<file path="src/rtl/uart_rx.sv">
// uart_rx: 8N1 serial receiver feeding a one-entry valid/ready holding register.
// Optional: define UART_RX_PARITY_EN for an even-parity bit and the parity_err_o pulse.
module uart_rx #(
    parameter int CLK_FREQ_HZ = 12000000,
    parameter int BAUD_RATE   = 115200
) (
    input  logic       clk,
    input  logic       reset_i,
    input  logic       rx_i,
    output logic [7:0] data_o,
    output logic       valid_o,
    input  logic       ready_i,
    output logic       frame_err_o,
`ifdef UART_RX_PARITY_EN
    output logic       parity_err_o,
`endif
    output logic       overrun_o
);

    localparam int CLKS_PER_BIT = CLK_FREQ_HZ / BAUD_RATE;
    localparam int HALF_BIT     = CLKS_PER_BIT / 2;
    localparam int CW           = $clog2(CLKS_PER_BIT + 1);
`ifdef UART_RX_PARITY_EN
    localparam int BW           = 4;
    localparam int LAST_BIT     = 8;
`else
    localparam int BW           = 3;
    localparam int LAST_BIT     = 7;
`endif
    localparam logic [CW-1:0] HALF_LAST    = CW'(HALF_BIT - 1);
    localparam logic [CW-1:0] BIT_LAST     = CW'(CLKS_PER_BIT - 1);
    localparam logic [BW-1:0] BIT_IDX_LAST = BW'(LAST_BIT);

    generate
        if (CLKS_PER_BIT < 4) begin : g_bad_baud
            $error("uart_rx: CLKS_PER_BIT must be at least 4");
        end
    endgenerate

    typedef enum logic [2:0] {
        ST_WAIT_IDLE = 3'd0,
        ST_IDLE      = 3'd1,
        ST_START     = 3'd2,
        ST_DATA      = 3'd3,
        ST_STOP      = 3'd4
    } state_t;

    function automatic logic parity_bad(input logic [7:0] d, input logic p);
        return (^d) ^ p;
    endfunction

    logic          rx_meta_r;
    logic          rxs_r;
    logic [1:0]    sync_fill_r;
    state_t        state_r;
    state_t        state_nxt_s;
    logic [CW-1:0] cnt_r;
    logic [CW-1:0] cnt_nxt_s;
    logic [BW-1:0] bit_idx_r;
    logic [BW-1:0] bit_idx_nxt_s;
    logic [7:0]    shift_r;
    logic [7:0]    shift_nxt_s;
    logic          par_bit_r;
    logic          par_bit_nxt_s;
    logic          complete_s;
    logic          frame_err_s;
    logic [7:0]    data_r;
    logic          valid_r;
    logic          frame_err_r;
    logic          overrun_r;
    logic          parity_err_r;

    // Two-flop synchronizer; sync_fill_r marks when rxs_r reflects the real line.
    always_ff @(posedge clk) begin
        if (reset_i) begin
            rx_meta_r   <= 1'b1;
            rxs_r       <= 1'b1;
            sync_fill_r <= 2'b00;
        end else begin
            rx_meta_r   <= rx_i;
            rxs_r       <= rx_meta_r;
            sync_fill_r <= {sync_fill_r[0], 1'b1};
        end
    end

    // Frame FSM and datapath state register.
    always_ff @(posedge clk) begin
        if (reset_i) begin
            state_r   <= ST_WAIT_IDLE;
            cnt_r     <= {CW{1'b0}};
            bit_idx_r <= {BW{1'b0}};
            shift_r   <= 8'h00;
            par_bit_r <= 1'b0;
        end else begin
            state_r   <= state_nxt_s;
            cnt_r     <= cnt_nxt_s;
            bit_idx_r <= bit_idx_nxt_s;
            shift_r   <= shift_nxt_s;
            par_bit_r <= par_bit_nxt_s;
        end
    end

    // Next-state logic: mid-bit sampling driven by the clock counter.
    always_comb begin
        state_nxt_s   = state_r;
        cnt_nxt_s     = cnt_r + CW'(1);
        bit_idx_nxt_s = bit_idx_r;
        shift_nxt_s   = shift_r;
        par_bit_nxt_s = par_bit_r;
        complete_s    = 1'b0;
        frame_err_s   = 1'b0;
        case (state_r)
            ST_WAIT_IDLE: begin
                // Reset values of the synchronizer are not a genuine idle level.
                cnt_nxt_s = {CW{1'b0}};
                if (rxs_r && sync_fill_r[1]) begin
                    state_nxt_s = ST_IDLE;
                end else begin
                    state_nxt_s = ST_WAIT_IDLE;
                end
            end
            ST_IDLE: begin
                cnt_nxt_s     = {CW{1'b0}};
                bit_idx_nxt_s = {BW{1'b0}};
                if (!rxs_r) begin
                    state_nxt_s = ST_START;
                end else begin
                    state_nxt_s = ST_IDLE;
                end
            end
            ST_START: begin
                if (cnt_r == HALF_LAST) begin
                    cnt_nxt_s     = {CW{1'b0}};
                    bit_idx_nxt_s = {BW{1'b0}};
                    if (rxs_r) begin
                        state_nxt_s = ST_IDLE;
                    end else begin
                        state_nxt_s = ST_DATA;
                    end
                end else begin
                    state_nxt_s = ST_START;
                end
            end
            ST_DATA: begin
                if (cnt_r == BIT_LAST) begin
                    cnt_nxt_s     = {CW{1'b0}};
                    bit_idx_nxt_s = bit_idx_r + BW'(1);
`ifdef UART_RX_PARITY_EN
                    if (bit_idx_r == BIT_IDX_LAST) begin
                        par_bit_nxt_s = rxs_r;
                    end else begin
                        shift_nxt_s = {rxs_r, shift_r[7:1]};
                    end
`else
                    shift_nxt_s = {rxs_r, shift_r[7:1]};
`endif
                    if (bit_idx_r == BIT_IDX_LAST) begin
                        state_nxt_s = ST_STOP;
                    end else begin
                        state_nxt_s = ST_DATA;
                    end
                end else begin
                    state_nxt_s = ST_DATA;
                end
            end
            ST_STOP: begin
                if (cnt_r == BIT_LAST) begin
                    cnt_nxt_s = {CW{1'b0}};
                    if (rxs_r) begin
                        complete_s  = 1'b1;
                        state_nxt_s = ST_IDLE;
                    end else begin
                        frame_err_s = 1'b1;
                        state_nxt_s = ST_WAIT_IDLE;
                    end
                end else begin
                    state_nxt_s = ST_STOP;
                end
            end
            default: begin
                cnt_nxt_s   = {CW{1'b0}};
                state_nxt_s = ST_WAIT_IDLE;
            end
        endcase
    end

    // Holding register and one-cycle status pulses.
    always_ff @(posedge clk) begin
        if (reset_i) begin
            data_r       <= 8'h00;
            valid_r      <= 1'b0;
            frame_err_r  <= 1'b0;
            overrun_r    <= 1'b0;
            parity_err_r <= 1'b0;
        end else begin
            frame_err_r  <= frame_err_s;
            parity_err_r <= complete_s && parity_bad(shift_r, par_bit_r);
            overrun_r    <= 1'b0;
            if (complete_s) begin
                if (!valid_r || ready_i) begin
                    data_r  <= shift_r;
                    valid_r <= 1'b1;
                end else begin
                    overrun_r <= 1'b1;
                end
            end else if (valid_r && ready_i) begin
                valid_r <= 1'b0;
            end else begin
                valid_r <= valid_r;
            end
        end
    end

    assign data_o      = data_r;
    assign valid_o     = valid_r;
    assign frame_err_o = frame_err_r;
    assign overrun_o   = overrun_r;
`ifdef UART_RX_PARITY_EN
    assign parity_err_o = parity_err_r;
`else
    logic unused_parity_s;
    assign unused_parity_s = parity_err_r ^ par_bit_r ^ par_bit_nxt_s;
`endif

endmodule

</file>
<file path="config.mk">
export PLATFORM = sky130hd
export DESIGN_NAME = uart_rx
export DESIGN_NICKNAME = d
export VERILOG_FILES = /design/src/rtl/uart_rx.sv
export SDC_FILE = /design/constraint.sdc
export NUM_CORES = 1
export LEC_CHECK = 0
export CAP_MARGIN = 15
export CORE_MARGIN = 2
export CORE_UTILIZATION = 45
export DETAILED_ROUTE_END_ITERATION = 10
export HOLD_SLACK_MARGIN = 0.12
export PLACE_DENSITY = 0.65
export SYNTH_ARGS = -nofsm -noshare
export SYNTH_HDL_FRONTEND = slang
export SYNTH_SLANG_ARGS = --single-unit
</file>
<file path="constraint.sdc">
create_clock -name clk -period 1.7 [get_ports clk]
set_input_delay 0.255 -clock clk [delete_from_list [all_inputs] [get_ports clk]]
set_output_delay 0.255 -clock clk [all_outputs]
set_load 0.005 [all_outputs]
</file>
== After elaboration in Yosys (flattened, before gate mapping) ==
Index checks and enable logic that the tools add are counted.
Word-level totals
  flip-flop bits (word level): 36
  word-level logic and storage cells: 65
Cells by class
  add/subtract/negate cells: 2
  equal/unequal tests: 10
  mux-type cells: 24
  bitwise operators: 3
  reduce and logical (&&, ||, !) cells: 14
Operators with widths (number)
  $mux W3: 6
  $pmux W3 S5: 1
  $mux W7: 2
  $pmux W7 S2: 1
  $mux W1: 11
  $pmux W3 S3: 1
  $add A7 B1 Y7 const B: 1
  $eq A7 B6 Y1 const B: 1
  $eq A7 B7 Y1 const B: 1
  $eq A3 B2 Y1 const B: 2
  $eq A3 B3 Y1 const B: 2
  $reduce_and A2 Y1: 3
  $mux W2: 2
  $ne A2 B2 Y1 const B: 2
  $reduce_or A2 Y1: 2
  $add A3 B1 Y3 const B: 1
  $eq A3 B1 Y1 const B: 1
  $logic_not A3 Y1: 1
  $not A1 Y1: 3
  $reduce_and A3 Y1: 1
  $reduce_bool A3 Y1: 1
  $reduce_or A3 Y1: 1
  $logic_and A1 B1 Y1: 2
  $ne A2 B1 Y1 const B: 1
  other kinds (3): 3

== Logic depth before layout (Yosys ltp) ==
Gate-level depths: netlist (run 1).
  depth in word-level cells: 5
  depth in mapped cells: 6

== Worst setup path after synthesis (run 1) ==
No wires, ideal clock.
  kind: reg2reg
  start point: register cnt_r[0]
  end point: register bit_idx_r[0]
  setup time: 91 ps
  arrival: 1390 ps
  required time: 1609 ps
  setup slack: 220 ps
  stages on the path, launching flop included: 6
  clock period less this slack: 1480 ps
  cell sequence: dfxtp_1 ha_1 and3b_4 and3_4 a22o_1 a311oi_1
On the way
  cells in the longest elaborated chain, start to end: 3
Ends and longest elaborated chain
  start: declaration: RTL line 57  | logic [CW-1:0] cnt_r;
  start signal: assignment: RTL line 90  | cnt_r <= {CW{1'b0}};
  start signal: assignment: RTL line 96  | cnt_r <= cnt_nxt_s;
  $eq A7 B7 Y1 or $eq A7 B6 Y1 (tied branches): RTL line 145, 132
  $ne A2 B2 Y1 (no source line)
  $reduce_and A3 Y1 (no source line) (*)
  end signal: assignment: RTL line 91  | bit_idx_r <= {BW{1'b0}};
  end signal: assignment: RTL line 97  | bit_idx_r <= bit_idx_nxt_s;
  end: declaration: RTL line 59  | logic [BW-1:0] bit_idx_r;
Mark *: on every way between the ends. The rest lies on a longest branch, timed or not.
A chain may end at the register's enable or synchronous reset.

== Worst setup path in the final report (run 1) ==
  start point: register cnt_r[0]
  end point: register shift_r[2]
On the way
  cells in the longest elaborated chain, start to end: 2
Ends and longest elaborated chain
  $eq A7 B7 Y1: RTL line 145  | if (cnt_r == BIT_LAST) begin
  $reduce_and A2 Y1 (no source line)
  end signal: assignment: RTL line 98  | shift_r <= shift_nxt_s;
  end: declaration: RTL line 61  | logic [7:0] shift_r;
Every way passes these cells.

==> run summary, run 1 <==
- finished clean — status
- 0 — total gr overflow
- 0.353 ns — worst-margin pin slew
- 3280 sq um — Placeable Area
- 0.00884 ns — Fin Clk Skew
- 0 — cts hold-fix bufs
- 36 — CTS sink count
- 0.34 ns — worst skew pair latency
- 1.43 mm — met2 wire length
- 9.07 sq um — Avg Cell Area, Syn
- 0.000565 uW — reported leakage power
- 15 — number of top-level pins
- 1.33 mm — Met1 Wirelength
- flip-flop — crit path capture type
- 6 — router iterations before antenna repair
- 47.8% — share of Yosys cell area claimed by the top area cell type
- 0 — number of warnings reported in the yosys synthesis log
- 0 — Detail Route Antenna Nets
- 1.94 ns — required time of the worst setup path
- sky130_fd_sc_hd__dfxtp_1 — largest area contributor in the netlist
- sky130_fd_sc_hd__dfxtp_1 (48%), sky130_fd_sc_hd__nand3_1 (6.0%), sky130_fd_sc_hd__nor2_1 (5.7%) — top cells by area, synth
- 37 — number of distinct library cells after synthesis
- 0 ns — setup TNS
- 0 — Final Slew Violations
- 621 MHz — top achievable clock speed
- 61.9 um — die width
- met4 — uppermost layer routed
- 0.10 ns — clock transition at the registers of the reported paths
- 127 um — Met3 Routed Length
- 0 — post-CTS setup buffers
- 5.36 — vias per inst
- 9 — worst-path maximum fanout
- sky130_fd_sc_hd__dfxtp_1 (36), sky130_fd_sc_hd__nor2_1 (23), sky130_fd_sc_hd__nand3_1 (18) — top cells by instance count after synthesis
- 0 — number of max-capacitance violations reported
- 10.4% — ratio of cells with drive above 1 in the final layout
- 76.5% — worst relative slew slack
- 0 — number of flops mapped to enable cells by yosys
- 47.8% — sequential element share of the synthesized area
- 63 — number of violations reported at the end of detailed-routing iteration 0
- 1.85 ns — Worst Path Arrival
- 14 — count of buffers inserted at the top-level ports
- 0 — count of inserted antenna diode cells
- sky130_fd_sc_hd__dfxtp_1 — most repeated cell in the gate-level netlist after synthesis
- 2 — maximum buffer depth of the clock tree
- 0.422 ns — final worst hold slack
- 61.9 um — Die Ht
- 36 — number of storage elements in the synthesis netlist
- 166 — gate count after technology mapping
- 2.16 mm — HPWL Detailed
- 1097 — number of global-route vias before repair
- 21 — standard-cell row count
- 53.5% — fin util
- 0% — share of synthesized registers carrying an async set or reset
- 173 — number of nets produced by synthesis
- 0.000444 V — worst vdd rail ir drop
- sky130_fd_sc_hd__dfxtp_1 — top_reg_cell synth
- 1227 — routed via count
- 0 — Final Setup Violations
- sky130_fd_sc_hd__clkbuf_4 — buffer cell driving the clock tree root
- 1.61 ns — Final Critical Period
- 0 — number of DRC violations after detailed routing
- done — TritonCTS clock tree
- 94.7% — final worst-path cycle share
- 2.94 mm — total routed wirelength
- 0 — Hold Fails Final Rpt
- 4.90 mm — global-route wire length before repair
- 325 — layout filler cell count
- 16 — maximum number of pins on one net before global-route repair
- 1510 sq um — Cell Area, Synth
- 12.8 um — average routed wire per standard cell
- 782 nW/um^2 — PwrDens
- flip-flop — kind of start point of the critical path
- flip-flop to flip-flop — type of the most critical hold path
- 1370 uW — power consumption
- 17.8% — global-route total usage across every layer
- flip-flop to flip-flop — Worst Setup Path Type
- 0.918 — Final GP Congestion
- 0 — number of antenna violations at the first check in global routing
- 189 — Total Nets Final
- 3830 sq um — Die Area
- 2 — H-tree levels
- 16.7% — relative area change from synthesis to final layout
- 5 — Num CTS Buffers
- 45.9% — initial standard-cell utilization of the core
[registers in the layout (all words and copies together), names as in the netlist]
signal and flops:
bit_idx_r 3, cnt_r 7, data_o 8, frame_err_o 1, overrun_o 1, rx_meta_r 1, rxs_r 1, shift_r 8
state_r 3, sync_fill_r 2, valid_o 1
[metrics by stage]
step	instances	instance area [sq um]	worst slack [ns]
final	229	1760	0.0898
after global routing	229	1760	-0.00649
after CTS	229	1750	0.0592
after detailed placement	221	1690	0.0819
after global placement	221	1690	0.115
after floorplan	166	1510	0.220
[kinds of logic (layout without fill, tap and decap cells)]
| family | after synthesis | after routing | share of synthesized area [%] |
|---|---|---|---|
| AND/OR/NAND/NOR | 68 | 68 | 23.4 |
| AO/OA/AOI/OAI | 33 | 33 | 13.6 |
| XOR/XNOR | 6 | 6 | 3.49 |
| adder cells (fa/ha/maj) | 3 | 3 | 2.49 |
| buffers and inverters | 12 | 29 | 3.82 |
| flip-flops | 36 | 36 | 47.8 |
| multiplexers | 8 | 8 | 5.32 |
[area by class of cell]
class | count | area, sq um | share of cell area, %
Multi-Input combinational cell | 118 | 736 | 41.9
Sequential cell | 36 | 721 | 41.0
Timing Repair Buffer | 18 | 174 | 9.89
Clock buffer | 8 | 58.8 | 3.35
Tap cell | 46 | 57.6 | 3.27
Inverter | 3 | 11.3 | 0.641
[path summary, 6_finish.rpt]
| check | start | depth (start not counted) | end | slack [ns] |
|---|---|---|---|---|
| max reg2reg | cnt_r[0] | 6 | shift_r[2] | 0.09 |
| min | rx_meta_r | 1 | rxs_r | 0.42 |
| min reg2reg | rx_meta_r | 1 | rxs_r | 0.42 |
| max | cnt_r[0] | 6 | shift_r[2] | 0.09 |
[metal layers]
layer	vias to the layer above	global-route usage (%)
li1	620	-
met1	568	21.9
met2	31	28.1
met3	8	5.80
met4	0	8.51
met5	-	0
[critical path: stages, from the launching register on]
cell and delay, ns:
sky130_fd_sc_hd__dfxtp_1 0.38, sky130_fd_sc_hd__ha_2 0.24, sky130_fd_sc_hd__nand3b_1 0.20, sky130_fd_sc_hd__nor3_2 0.24, sky130_fd_sc_hd__buf_6 0.18, sky130_fd_sc_hd__mux2i_1 0.20, sky130_fd_sc_hd__nor2_1 0.06
[power breakdown]
| part | switching (uW) | internal [uW] | leakage [uW] |
|---|---|---|---|
| clock | 268 | 204 | 0.0000326 |
| sequential | 9.33 | 850 | 0.000291 |
| combinational | 22.5 | 20.3 | 0.000241 |
[layout by cell type (no fill, tap or decap), types with 2 or more instances in the layout]
master                            netlist  layout
sky130_fd_sc_hd__and3_1                 2       2
sky130_fd_sc_hd__a21oi_1               10      10
sky130_fd_sc_hd__mux2i_1                8       8
sky130_fd_sc_hd__clkdlybuf4s50_1        0      14
sky130_fd_sc_hd__nand3b_1               3       3
sky130_fd_sc_hd__a31oi_1                3       3
sky130_fd_sc_hd__a311oi_1               3       3
sky130_fd_sc_hd__clkbuf_1               3       2
sky130_fd_sc_hd__inv_1                  3       3
sky130_fd_sc_hd__a211oi_1               3       3
sky130_fd_sc_hd__xnor2_1                4       4
sky130_fd_sc_hd__clkbuf_4               0       5
sky130_fd_sc_hd__or2_2                  2       2
sky130_fd_sc_hd__dfxtp_1               36      36
sky130_fd_sc_hd__xor2_1                 2       2
sky130_fd_sc_hd__ha_1                   3       2
sky130_fd_sc_hd__nor2_1                23      23
sky130_fd_sc_hd__nand2_1                8       8
sky130_fd_sc_hd__nor2b_1                2       2
sky130_fd_sc_hd__nand3_1               18      18
sky130_fd_sc_hd__buf_4                  2       3
sky130_fd_sc_hd__o21ai_0                9       9
[repair_timing]
item | CTS | global route
endpoints found under the hold margin | 0 | 0
gates resized for setup | 0 | 3
setup endpoints to repair | 0 | 19
No activity file was read; power rests on OpenSTA's default activity.
==> run 2, diff against run 1 <==
--- a/config.mk
+++ b/config.mk
@@ -5,6 +5,7 @@
 export SDC_FILE = /design/constraint.sdc
 export NUM_CORES = 1
 export LEC_CHECK = 0
+export ABC_AREA = 1
 export CAP_MARGIN = 15
 export CORE_MARGIN = 2
 export CORE_UTILIZATION = 45
==> run 2 against run 1 <==
Net effect:
- non-clock buffer count rose by 5
- sequential cell count did not move
- count of clock-buffer cells in the layout fell by 2
- clock power rose by 24%
- synthesized cell count rose by 23%
- register-to-register slack improved by 0.05 ns
- final cell count rose by 21%
- sequential share of layout area fell by 2.5 points
- final area rose by 6.6%
- clock skew fell by 0.0074 ns
- combinational power rose by 42%
==> run summary, run 2 <==
- finished clean — status
- 0.000787 uW — reported leakage power
- 4 — router iterations before antenna repair
- flip-flop to flip-flop — type of the most critical hold path
- 3950 sq um — Die Area
- 0.33 ns — worst skew pair latency
- 1.98 ns — required time of the worst setup path
- 46.3% — sequential element share of the synthesized area
- 91.5% — final worst-path cycle share
- 238 — Total Nets Final
- 807 nW/um^2 — PwrDens
- 278 — final non-filler cell total
- 0 — number of DRC violations after detailed routing
- 0 ns — setup TNS
- sky130_fd_sc_hd__nand2_1 (47), sky130_fd_sc_hd__nor2_1 (36), sky130_fd_sc_hd__dfxtp_1 (36), sky130_fd_sc_hd__inv_1 (22), sky130_fd_sc_hd__nand3_1 (21) — top library cells by usage in the layout, fill and taps aside
- 0.839 — Final GP Congestion
- 0 — count of inserted antenna diode cells
- 0.000423 V — worst vdd rail ir drop
- 7.59 sq um — Avg Cell Area, Syn
- 0 — cts hold-fix bufs
- 5.18 mm — global-route wire length before repair
- no — RSZ-0062 raised after global routing
- 16.7% — global-route total usage across every layer
- 3.01 mm — total routed wirelength
- 36 — CTS sink count
- 643 MHz — top achievable clock speed
- flip-flop — crit path capture type
- 0 — number of flops mapped to enable cells by yosys
- 8 — worst-path maximum fanout
- 74 — number of violations reported at the end of detailed-routing iteration 0
- 0.360 ns — worst-margin pin slew
- 20.4% — relative area change from synthesis to final layout
- 1.84 ns — Worst Path Arrival
- 0 — number of warnings reported in the yosys synthesis log
- 0 — Final Setup Violations
- 0 — number of antenna violations at the first check in global routing
- 0 — number of max-capacitance violations reported
- 10.8 um — average routed wire per standard cell
- 0.10 ns — clock transition at the registers of the reported paths
- 212 — number of nets produced by synthesis
- sky130_fd_sc_hd__nand2_1 — most repeated cell in the gate-level netlist after synthesis
- 0.00144 ns — Fin Clk Skew
- 1560 sq um — Cell Area, Synth
- 3340 sq um — Placeable Area
- 2.05 mm — HPWL Detailed
- 265 — number of instances in the placed design
- sky130_fd_sc_hd__dfxtp_1 (46%), sky130_fd_sc_hd__nand2_1 (11%), sky130_fd_sc_hd__nor2_1 (8.7%) — top cells by area, synth
- 46.6% — initial standard-cell utilization of the core
- 0 — Hold Fails Final Rpt
- 2 — maximum buffer depth of the clock tree
- 17 — maximum number of pins on one net before global-route repair
- sky130_fd_sc_hd__dfxtp_1 — top_reg_cell synth
- sky130_fd_sc_hd__dfxtp_1 — largest area contributor in the netlist
- 0 — Detail Route Antenna Nets
- 12.1% — ratio of cells with drive above 1 in the final layout
- 1290 — routed via count
- 1170 — number of global-route vias before repair
- flip-flop — kind of start point of the critical path
- 2 — H-tree levels
- sky130_fd_sc_hd__nand2_1 — most common cell after layout, fill and taps aside
- 0% — share of synthesized registers carrying an async set or reset
- 21 — standard-cell row count
- 205 — gate count after technology mapping
- sky130_fd_sc_hd__clkbuf_4 — buffer cell driving the clock tree root
- 1.56 ns — Final Critical Period
- 36 — number of storage elements in the synthesis netlist
- 15 — number of top-level pins
- 0 — Final Slew Violations
- 14 — count of buffers inserted at the top-level ports
- 4.64 — vias per inst
- 62.8 um — Die Ht
- 62.8 um — die width
- flip-flop to flip-flop — Worst Setup Path Type
- 46.3% — share of Yosys cell area claimed by the top area cell type
- done — TritonCTS clock tree
- 0 — total gr overflow
- 5 — Num CTS Buffers
- 75.9% — worst relative slew slack
- 26 — number of distinct library cells after synthesis
- sky130_fd_sc_hd__nand2_1 (47), sky130_fd_sc_hd__dfxtp_1 (36), sky130_fd_sc_hd__nor2_1 (36) — top cells by instance count after synthesis
-- run 2: cell count changes after synthesis, moves of 7 or more --
cell / before / now
sky130_fd_sc_hd__mux2i_1: 8 / 0
sky130_fd_sc_hd__nand2_1: 8 / 47
sky130_fd_sc_hd__o21ai_0: 9 / 2
sky130_fd_sc_hd__nor2_1: 23 / 36
sky130_fd_sc_hd__inv_1: 3 / 22
-- run 2: layer usage --
layer / up-vias / global-route usage [%] / wire, um
met1: 560 / 21.2 / 1510
met5: - / 0 / 0
met2: 24 / 26.3 / 1330
met3: 7 / 4.86 / 123
li1: 699 / - / -
met4: 0 / 7.50 / 54
-- run 2: final timing paths --
check / from / to / slack [ns] / cells after the start
worst min register to register: sync_fill_r[0] / sync_fill_r[1] / 0.41 / 2
worst max-delay path: cnt_r[0] / data_o[0] / 0.14 / 7
worst min-delay path: sync_fill_r[0] / sync_fill_r[1] / 0.41 / 2
worst max register to register: cnt_r[0] / data_o[0] / 0.14 / 7
-- run 2: area by class of cell --
| class | instances | area (sq um) |
|---|---|---|
| fillers | 334 | 1460 |
| multi-input cells | 142 | 726 |
| flip-flops and latches | 36 | 721 |
| repair buffers | 23 | 208 |
| inverters | 23 | 86.3 |
| well taps | 46 | 57.6 |
| clock buffers | 6 | 41.3 |
| clock inverters | 2 | 35.0 |
-- run 2: worst max-delay path: stages, from the launching register on --
cell and delay [ns]:
sky130_fd_sc_hd__dfxtp_1 0.37, sky130_fd_sc_hd__ha_2 0.21, sky130_fd_sc_hd__nand3_1 0.14, sky130_fd_sc_hd__nor2_4 0.26
sky130_fd_sc_hd__nand4_2 0.26, sky130_fd_sc_hd__nand2_1 0.12, sky130_fd_sc_hd__nand2_1 0.05, sky130_fd_sc_hd__nor2_1 0.08
-- run 2: power breakdown --
part / internal [uW] / switching, uW / total [uW] / leakage, uW
Combinational: 27.0 / 33.6 / 60.7 / 0.000453
Sequential: 855 / 10.2 / 865 / 0.000292
Clock: 308 / 278 / 586 / 0.0000422
Total: 1190 / 322 / 1510 / 0.000787
-- run 2: timing repair --
action,4_1_cts,5_1_grt
gates resized for setup,0,1
setup buffers,0,4
endpoints found under the setup margin,0,7
-- run 2: per-stage QoR --
stage | power [uW] | setup WS, ns | hold WS [ns] | cell area [sq um] | util (%)
final | 1510 | 0.144 | 0.410 | 1870 | 56.2
after CTS | 1530 | 0.164 | 0.413 | 1830 | 54.8
after global routing | 1580 | 0.00356 | 0.447 | 1870 | 56.2
after detailed placement | 945 | 0.160 | 0.394 | 1750 | 52.5
after global placement | 944 | 0.232 | 0.390 | 1750 | 52.5
after floorplan | 925 | 0.370 | 0.324 | 1560 | -
-- run 2: cell families after synthesis --
kind of cell	share of synthesized area, %
DFF	46.3
buffers and inverters	8.04
AOI/OAI and AO/OA	5.39
xor gates and xnor gates	2.25
adders and majority gates	2.41
and+or+nand+nor	35.6
